**src/rtl/led_matrix_pkg.sv**
```systemverilog
// Shared types and helpers for the LED matrix scan path and its prescaler top.
package led_matrix_pkg;

    localparam int LED_ROWS   = 8;
    localparam int LED_COLS   = 8;
    localparam int ONEHOT_MAX = 32;

    typedef enum logic {
        ST_BLANK = 1'b0,
        ST_DRIVE = 1'b1
    } scan_state_t;

    // Callers cast the result down to their own row count (<= ONEHOT_MAX).
    function automatic logic [ONEHOT_MAX-1:0] onehot(input int unsigned idx);
        return ONEHOT_MAX'(1) << idx;
    endfunction

endpackage

```
**src/rtl/led_frame_buffer.sv**
```systemverilog
// Double-buffered frame store: host writes the back bank, scanner reads the front bank.
module led_frame_buffer
    import led_matrix_pkg::*;
#(
    parameter int ROWS = LED_ROWS,
    parameter int COLS = LED_COLS
) (
    input  logic                    clk,
    input  logic                    rst_n,
    input  logic                    wr_en,
    input  logic [$clog2(ROWS)-1:0] wr_row,
    input  logic [COLS-1:0]         wr_data,
    input  logic                    swap,
    input  logic [$clog2(ROWS)-1:0] rd_row,
    output logic [COLS-1:0]         rd_data
);

    logic [COLS-1:0] bank0 [ROWS];
    logic [COLS-1:0] bank1 [ROWS];
    logic            front_sel;

    always_ff @(posedge clk or negedge rst_n) begin
        if (!rst_n) begin
            front_sel <= 1'b0;
            for (int i = 0; i < ROWS; i++) begin
                bank0[i] <= '0;
                bank1[i] <= '0;
            end
        end else begin
            if (swap) begin
                front_sel <= ~front_sel;
            end
            if (wr_en) begin
                if (front_sel) begin
                    bank0[wr_row] <= wr_data;
                end else begin
                    bank1[wr_row] <= wr_data;
                end
            end
        end
    end

    // Read through the post-swap select so the row latched on the swap edge
    // already comes from the new front bank.
    always_comb begin
        rd_data = (front_sel ^ swap) ? bank1[rd_row] : bank0[rd_row];
    end

endmodule

```
**src/rtl/led_row_scanner.sv**
```systemverilog
// Row-multiplexed LED matrix driver with blanking between rows and
// frame-aligned buffer swap on commit.
//
//   state    | meaning
//   ---------+---------------------------------------------------------
//   ST_BLANK | all rows/columns off; after BLANK_TICKS advance to next row
//   ST_DRIVE | one row driven with its latched column data for ON_TICKS
module led_row_scanner
    import led_matrix_pkg::*;
#(
    parameter int ROWS        = LED_ROWS,
    parameter int COLS        = LED_COLS,
    parameter int ON_TICKS    = 4,
    parameter int BLANK_TICKS = 1
) (
    input  logic                    clk,
    input  logic                    rst_n,
    input  logic                    tick,
    input  logic                    wr_valid,
    output logic                    wr_ready,
    input  logic [$clog2(ROWS)-1:0] wr_row,
    input  logic [COLS-1:0]         wr_data,
    input  logic                    commit,
    output logic                    commit_pending,
    output logic [ROWS-1:0]         row_sel,
    output logic [COLS-1:0]         col_data,
    output logic                    frame_start
);

    localparam int RW   = $clog2(ROWS);
    localparam int MAXT = (ON_TICKS > BLANK_TICKS) ? ON_TICKS : BLANK_TICKS;
    localparam int CW   = $clog2(MAXT + 1);

    localparam logic [CW-1:0] ON_LAST    = CW'(ON_TICKS - 1);
    localparam logic [CW-1:0] BLANK_LAST = CW'(BLANK_TICKS - 1);
    localparam logic [RW-1:0] ROW_LAST   = RW'(ROWS - 1);

    scan_state_t     state;
    logic [CW-1:0]   tick_cnt;
    logic [RW-1:0]   row;
    logic [RW-1:0]   next_row;
    logic            row_enter;
    logic            do_swap;
    logic            row_ok;
    logic            wr_en;
    logic            pending_nxt;
    logic [COLS-1:0] rd_data;

    assign next_row  = (row == ROW_LAST) ? '0 : row + 1'b1;
    assign row_enter = tick && (state == ST_BLANK) && (tick_cnt == BLANK_LAST);
    assign do_swap   = row_enter && (next_row == '0) && commit_pending;

    // Out-of-range row addresses are only possible when ROWS is not a power of two.
    generate
        if ((1 << RW) > ROWS) begin : g_row_chk
            assign row_ok = (wr_row <= ROW_LAST);
        end else begin : g_row_all
            assign row_ok = 1'b1;
        end
    endgenerate

    assign wr_en = wr_valid && wr_ready && row_ok;

    always_comb begin
        pending_nxt = commit_pending;
        if (do_swap) begin
            pending_nxt = 1'b0;
        end else if (commit) begin
            pending_nxt = 1'b1;
        end
    end

    led_frame_buffer #(
        .ROWS (ROWS),
        .COLS (COLS)
    ) u_frame_buffer (
        .clk     (clk),
        .rst_n   (rst_n),
        .wr_en   (wr_en),
        .wr_row  (wr_row),
        .wr_data (wr_data),
        .swap    (do_swap),
        .rd_row  (next_row),
        .rd_data (rd_data)
    );

    always_ff @(posedge clk or negedge rst_n) begin
        if (!rst_n) begin
            state          <= ST_BLANK;
            tick_cnt       <= '0;
            row            <= ROW_LAST;
            commit_pending <= 1'b0;
            wr_ready       <= 1'b1;
            row_sel        <= '0;
            col_data       <= '0;
            frame_start    <= 1'b0;
        end else begin
            commit_pending <= pending_nxt;
            wr_ready       <= !pending_nxt;
            frame_start    <= 1'b0;
            if (tick) begin
                case (state)
                    ST_DRIVE: begin
                        if (tick_cnt == ON_LAST) begin
                            state    <= ST_BLANK;
                            tick_cnt <= '0;
                            row_sel  <= '0;
                            col_data <= '0;
                        end else begin
                            tick_cnt <= tick_cnt + 1'b1;
                        end
                    end
                    ST_BLANK: begin
                        if (tick_cnt == BLANK_LAST) begin
                            state       <= ST_DRIVE;
                            tick_cnt    <= '0;
                            row         <= next_row;
                            row_sel     <= ROWS'(onehot(32'(next_row)));
                            col_data    <= rd_data;
                            frame_start <= (next_row == '0);
                        end else begin
                            tick_cnt <= tick_cnt + 1'b1;
                        end
                    end
                endcase
            end
        end
    end

endmodule
```
**config.mk**
```make
export PLATFORM = sky130hd
export DESIGN_NAME = led_row_scanner
export DESIGN_NICKNAME = d
export VERILOG_FILES = /design/src/rtl/led_matrix_pkg.sv /design/src/rtl/led_frame_buffer.sv /design/src/rtl/led_row_scanner.sv
export SDC_FILE = /design/constraint.sdc
export NUM_CORES = 1
export LEC_CHECK = 0
export ABC_AREA = 1
export CAP_MARGIN = 20
export CORE_UTILIZATION = 30
export CTS_CLUSTER_SIZE = 14
export DETAILED_ROUTE_END_ITERATION = 10
export PLACE_DENSITY_LB_ADDON = 0.05
export SYNTH_ARGS = -nofsm -noshare
export SYNTH_HDL_FRONTEND = slang
export SYNTH_HIERARCHICAL = 1
export SYNTH_SLANG_ARGS = --single-unit
```
**constraint.sdc**
```tcl
create_clock -name clk -period 6 [get_ports clk]
set_input_delay 1.2 -clock clk [delete_from_list [all_inputs] [get_ports clk]]
set_output_delay 1.2 -clock clk [all_outputs]
set_load 0.005 [all_outputs]
```
# == Word level (Yosys, flattened, before mapping) ==
# Cells that the tools add are included.
# totals
reg_bits,155
input_bits,16
out_inout_bits,19
# classes
add_sub_neg,2
magnitude_cmp,3
n_eq_ne,4
n_shift,1
mux,28
bitwise_logic,5
reduce_logical,13
# ops
op,count
$bwmux W64,2
$mux W8,9
$bmux W8 S3,2
$pmux W8 S2,2
$demux W8 S3,1
$mux W3,3
$ge A4 B4 Y1 const B,2
$not A3 Y4,2
$shl A1 B3 Y8 const A,1
$mux W1,7
$add A3 B1 Y3 const B,2
$logic_and A1 B1 Y1,6
$logic_not A3 Y1,2
$pmux W3 S2,1
$reduce_and A3 Y1,2
$lt A4 B1 Y1 const B,1
$ne A2 B1 Y1 const B,2
$reduce_and A2 Y1,2
$eq A3 B2 Y1 const B,1
$eq A3 B3 Y1 const B,1
$not A1 Y1,2
$pmux W1 S2,1
$logic_not A1 Y1,1
$xor A1 B1 Y1,1

# == Logic depth before layout (Yosys ltp) ==
# depth
word_depth,9
ltp_mapped,16
ltp_nobuf,16

# == By module ==
# Netlist, hierarchy kept.
# by_module_without_submodules
module,instances,cells_per_inst,area_per_inst_um2
led_frame_buffer,1,839,6237.2
led_row_scanner,1,174,1416.4

# == Worst setup path before layout ==
# No wires, ideal clock.
# synth_path
path_kind,in2reg
from,in tick
to,reg col_data[5]
setup_ps,117
arrival_time_ps,2443
path_slack_ps,3440
stages,13
path_cell_list,buf_4 nand2_1 nor2_2 nand2_1 inv_1 xor2_2 inv_1 nand3_1 nand2_1 inv_1 nor2_1 nand4_1 nand2_1
# synth_between
elab_chain_len,8
elab_cells_between_ends,9
classes_between,mux (3); bitwise (1); reduce/logical (5)
# synth_rtl
item,line,rtl
start: declaration,led_row_scanner.sv:18,"input logic tick,"
$logic_and A1 B1 Y1 (2 in series),led_row_scanner.sv:50,assign row_enter = tick && (state == ST_BLANK) && (tick_cnt == BLANK_LAST);
$logic_and A1 B1 Y1 (2 in series),led_row_scanner.sv:51,assign do_swap = row_enter && (next_row == '0) && commit_pending;
net do_swap,led_row_scanner.sv:43,logic do_swap;
$xor A1 B1 Y1,led_frame_buffer.sv:46,rd_data = (front_sel ^ swap) ? bank1[rd_row] : bank0[rd_row];
$mux W8,led_frame_buffer.sv:46,
net rd_data[5],led_row_scanner.sv:47,logic [COLS-1:0] rd_data;
$mux W8,led_row_scanner.sv:114,if (tick_cnt == BLANK_LAST) begin
$pmux W8 S2,led_row_scanner.sv:102,case (state)
end signal: assignment,led_row_scanner.sv:119,col_data <= rd_data;
end: declaration,led_row_scanner.sv:26,"output logic [COLS-1:0] col_data,"
# The timed path passes the listed nets, and every way through them passes these cells. The select of a mux whose other input is x is not followed.
# A chain may end at the register's enable or synchronous reset.

# == Final worst setup path ==
# layout_path
from,in tick
to,reg col_data[6]
# The elaborated chain is that of the path after synthesis.

==> run_results.csv <==
group,metric,value,unit
outcome,outcome,"completed",
synthesis,synth_cells,1013,
finish,final_nets,1044,
pwr,p_switching,0.00180,W
timing,fin_tns_setup,0,ns
pwr,switching_share,42.7,%
grt,grt_pass1_wl,37600,um
timing,rsz0062_at_grt,"false",
pwr,internal_power,0.00242,W
synthesis,ys_ff_latch,155,
drt,drt_wl_total,23800,um
place,io_buffers,34,
grt,grt_pass1_vias,6121,
synthesis,yosysTopAreaCellShare,49.4,%
timing,slew_headroom,27.4,%
synthesis,ys_seq_area_share,50.7,%
clocking,root_buffer,"clkbuf_16",
synthesis,synth_area,7650,um2
timing,slew_violations,0,
synthesis,synth_area_leaders,"dfrtp_1 49%, nand2_1 17%, o21ai_0 8.5%, nand3_1 6.9%, inv_1 6.7%",
setup_path,cp-start-kind,"primary input",
finish,antenna_cells,0,
pwr,ir_drop,301,uV
setup_path,critical_path_class,"in2reg",
die,fp.dieArea,26200,um2
grt,grt.overflow.total,0,
drt,drt_first_pass_iters,5,
synthesis,syn_nets,1039,
die,die_w,162,um
clocking,clk_latency,0.42,ns
finish,fillers,2739,
setup_path,cp-end-kind,"flop",
finish,final_util,35.0,%
setup_path,crit_required,6.31,ns
place,dpl.hpwl,15400,um
finish,synthToLayoutAreaGrowth,14.9,%
synthesis,synth_area_per_cell,7.56,um2
die,pin_count,35,
die,start_util,30.5,%
grt,antenna_found_initial,0,
drt,ant_nets,0,
clocking,cts_tree,"built",
clocking,path_clk_slew,0.06,ns
pwr,p_per_area,480,nW/um2
die,core.rowCount,58,
drt,drt_iter0_drc,475,
worst_hold_path,hp-class,"reg2reg",
clocking,cts_max_level,4,
clocking,clock-sinks,155,
grt,grt_util_all_layers,19.4,%
timing,max_slew.worst_pin.slew,1.08,ns
timing,fin_worst_skew,0.0116,ns
clocking,clock_path_buffers,2,
clocking,numCtsBuffers,17,
synthesis,yosys.area.top_type,"dfrtp_1",
place,gp_congestion,0.779,
timing,min_period,3.49,ns
drt,num_vias,6218,
flow_run,maxCapViolations,0,
setup_path,crit_path_max_fanout,22,
timing,setup_viol,0,
grt,grt_start_max_net_pins,90,
clocking,cts_setup_buffers,0,
drt,drc,0,
timing,hold_slack,0.476,ns
drt,routed_via_density,4.57,
die,core,25100,um2
pwr,power_leakage,4.20,nW
finish,drive_gt1_share,5.72,%
timing,hold_viol_final,0,
pwr,clockPowerShare,25.9,%
die,die_h,162,um
synthesis,ys_types,28,
drt,wl_per_cell,17.5,um
clocking,post_cts_resized,0,
timing,min_period_over_period,58.1,%
place,dp_cells,1329,
pwr,seqPwrFrac,32.9,%
timing,max_freq,0.287,GHz
synthesis,yosysWarnings,6,
setup_path,critical_path_arrival,3.79,ns
pwr,combPwrFrac,41.2,%
finish,layoutNonFillerInstCount,1361,
clocking,hold_buffers,0,
## power groups by stage
stage	Clock (W)	Sequential, W	Combinational, W
2_1_floorplan	0	0.00137	0.00112
3_3_place_gp	0	0.00141	0.00177
3_5_place_dp	0	0.00141	0.00176
4_1_cts	0.00112	0.00139	0.00176
5_1_grt	0.00117	0.00142	0.00197
6_report	0.00109	0.00139	0.00174
## critical path: stages
cell	delay (ns)
clkdlybuf4s50_1	1.03
nand2_1	0.14
nor2_2	0.13
nand2_1	0.07
inv_1	0.09
xor2_2	0.40
inv_1	0.25
nand3_1	0.15
nand2_1	0.06
inv_1	0.04
nor2_1	0.03
nand4_1	0.11
nand2_1	0.07
## stage by stage
stage | worst slack, ns | total power [W] | area (um2)
after detailed placement | 2.05 | 0.00316 | 8210
after floorplan | 3.44 | 0.00249 | 7650
after global placement | 2.15 | 0.00318 | 8210
final | 2.51 | 0.00422 | 8790
after CTS | 2.48 | 0.00427 | 8790
after global routing | 2.20 | 0.00455 | 8790
## cell families after synthesis
logic type / after synthesis / share of synthesized area [%]
xor+xnor: 1 / 0.213
compound gates: 134 / 8.80
simple gates: 517 / 28.4
flops: 155 / 50.7
buf+inv: 196 / 10.2
fa+ha+maj: 10 / 1.63
## registers in the layout, summed over array words and instances, names as in the netlist, 3 cells and up
register              count
tick_cnt                  3
col_data                  8
u_frame_buffer/bank0     64
u_frame_buffer/bank1     64
row                       3
row_sel                   8
## worst paths after layout
check | cells past startpoint | slack [ns] | end | from
max reg2reg | 16 | 2.98 | col_data[0] | row[0]
max in group asynchronous | 2 | 4.07 | u_frame_buffer/bank1[13] | rst_n
min reg2reg | 2 | 0.48 | col_data[0] | col_data[0]
min | 2 | 0.48 | col_data[0] | col_data[0]
min in group asynchronous | 1 | 0.85 | u_frame_buffer/bank0[22] | rst_n
max | 13 | 2.51 | col_data[6] | tick
## metal layers
metal / track usage, % / vias to the layer above / share of wire [%]
met3: 3.47 / 15 / 3.9
met1: 28.3 / 2913 / 51
met5: 0 / - / 0
met2: 29.3 / 120 / 43
met4: 5.45 / 0 / 1.4
li1: - / 3170 / -
## layout make-up
cell class | count | area, um2 | share of cell area (%)
multi-input cells | 662 | 2990 | 34.0
clock inverters | 13 | 141 | 1.61
well taps | 330 | 413 | 4.70
inverters | 141 | 532 | 6.05
clock buffers | 19 | 443 | 5.04
repair buffers | 41 | 394 | 4.48
flip-flops and latches | 155 | 3880 | 44.2
## cells in the final DEF (no fill, tap or decap), types with 2 or more instances in the layout
| cell type | n |
|---|---|
| ha_1 | 10 |
| dfrtp_1 | 151 |
| o21ai_0 | 130 |
| clkdlybuf4s50_1 | 33 |
| clkbuf_16 | 17 |
| inv_1 | 136 |
| inv_2 | 4 |
| nand3_1 | 105 |
| bufinv_16 | 2 |
| o21ai_1 | 2 |
| dfstp_2 | 4 |
| nand3_2 | 2 |
| buf_4 | 7 |
| nor3_1 | 3 |
| nand2_1 | 356 |
| clkinv_2 | 3 |
| nand4_1 | 17 |
| inv_6 | 3 |
| clkinvlp_4 | 3 |
| nor2_1 | 26 |
| nor2_2 | 2 |
| clkinv_4 | 2 |
| or2_2 | 2 |
## cells in the mapped netlist (all sizes together)
library cell / count
nand2: 358
dfrtp: 151
inv: 141
o21ai: 132
nand3: 108
clkbuf: 34
nor2: 29
buf: 21
nand4: 17
ha: 10
dfstp: 4
nor3: 3
or2: 2
a21oi: 1
a22oi: 1
xor2: 1
No activity file was read; power rests on OpenSTA's default activity.
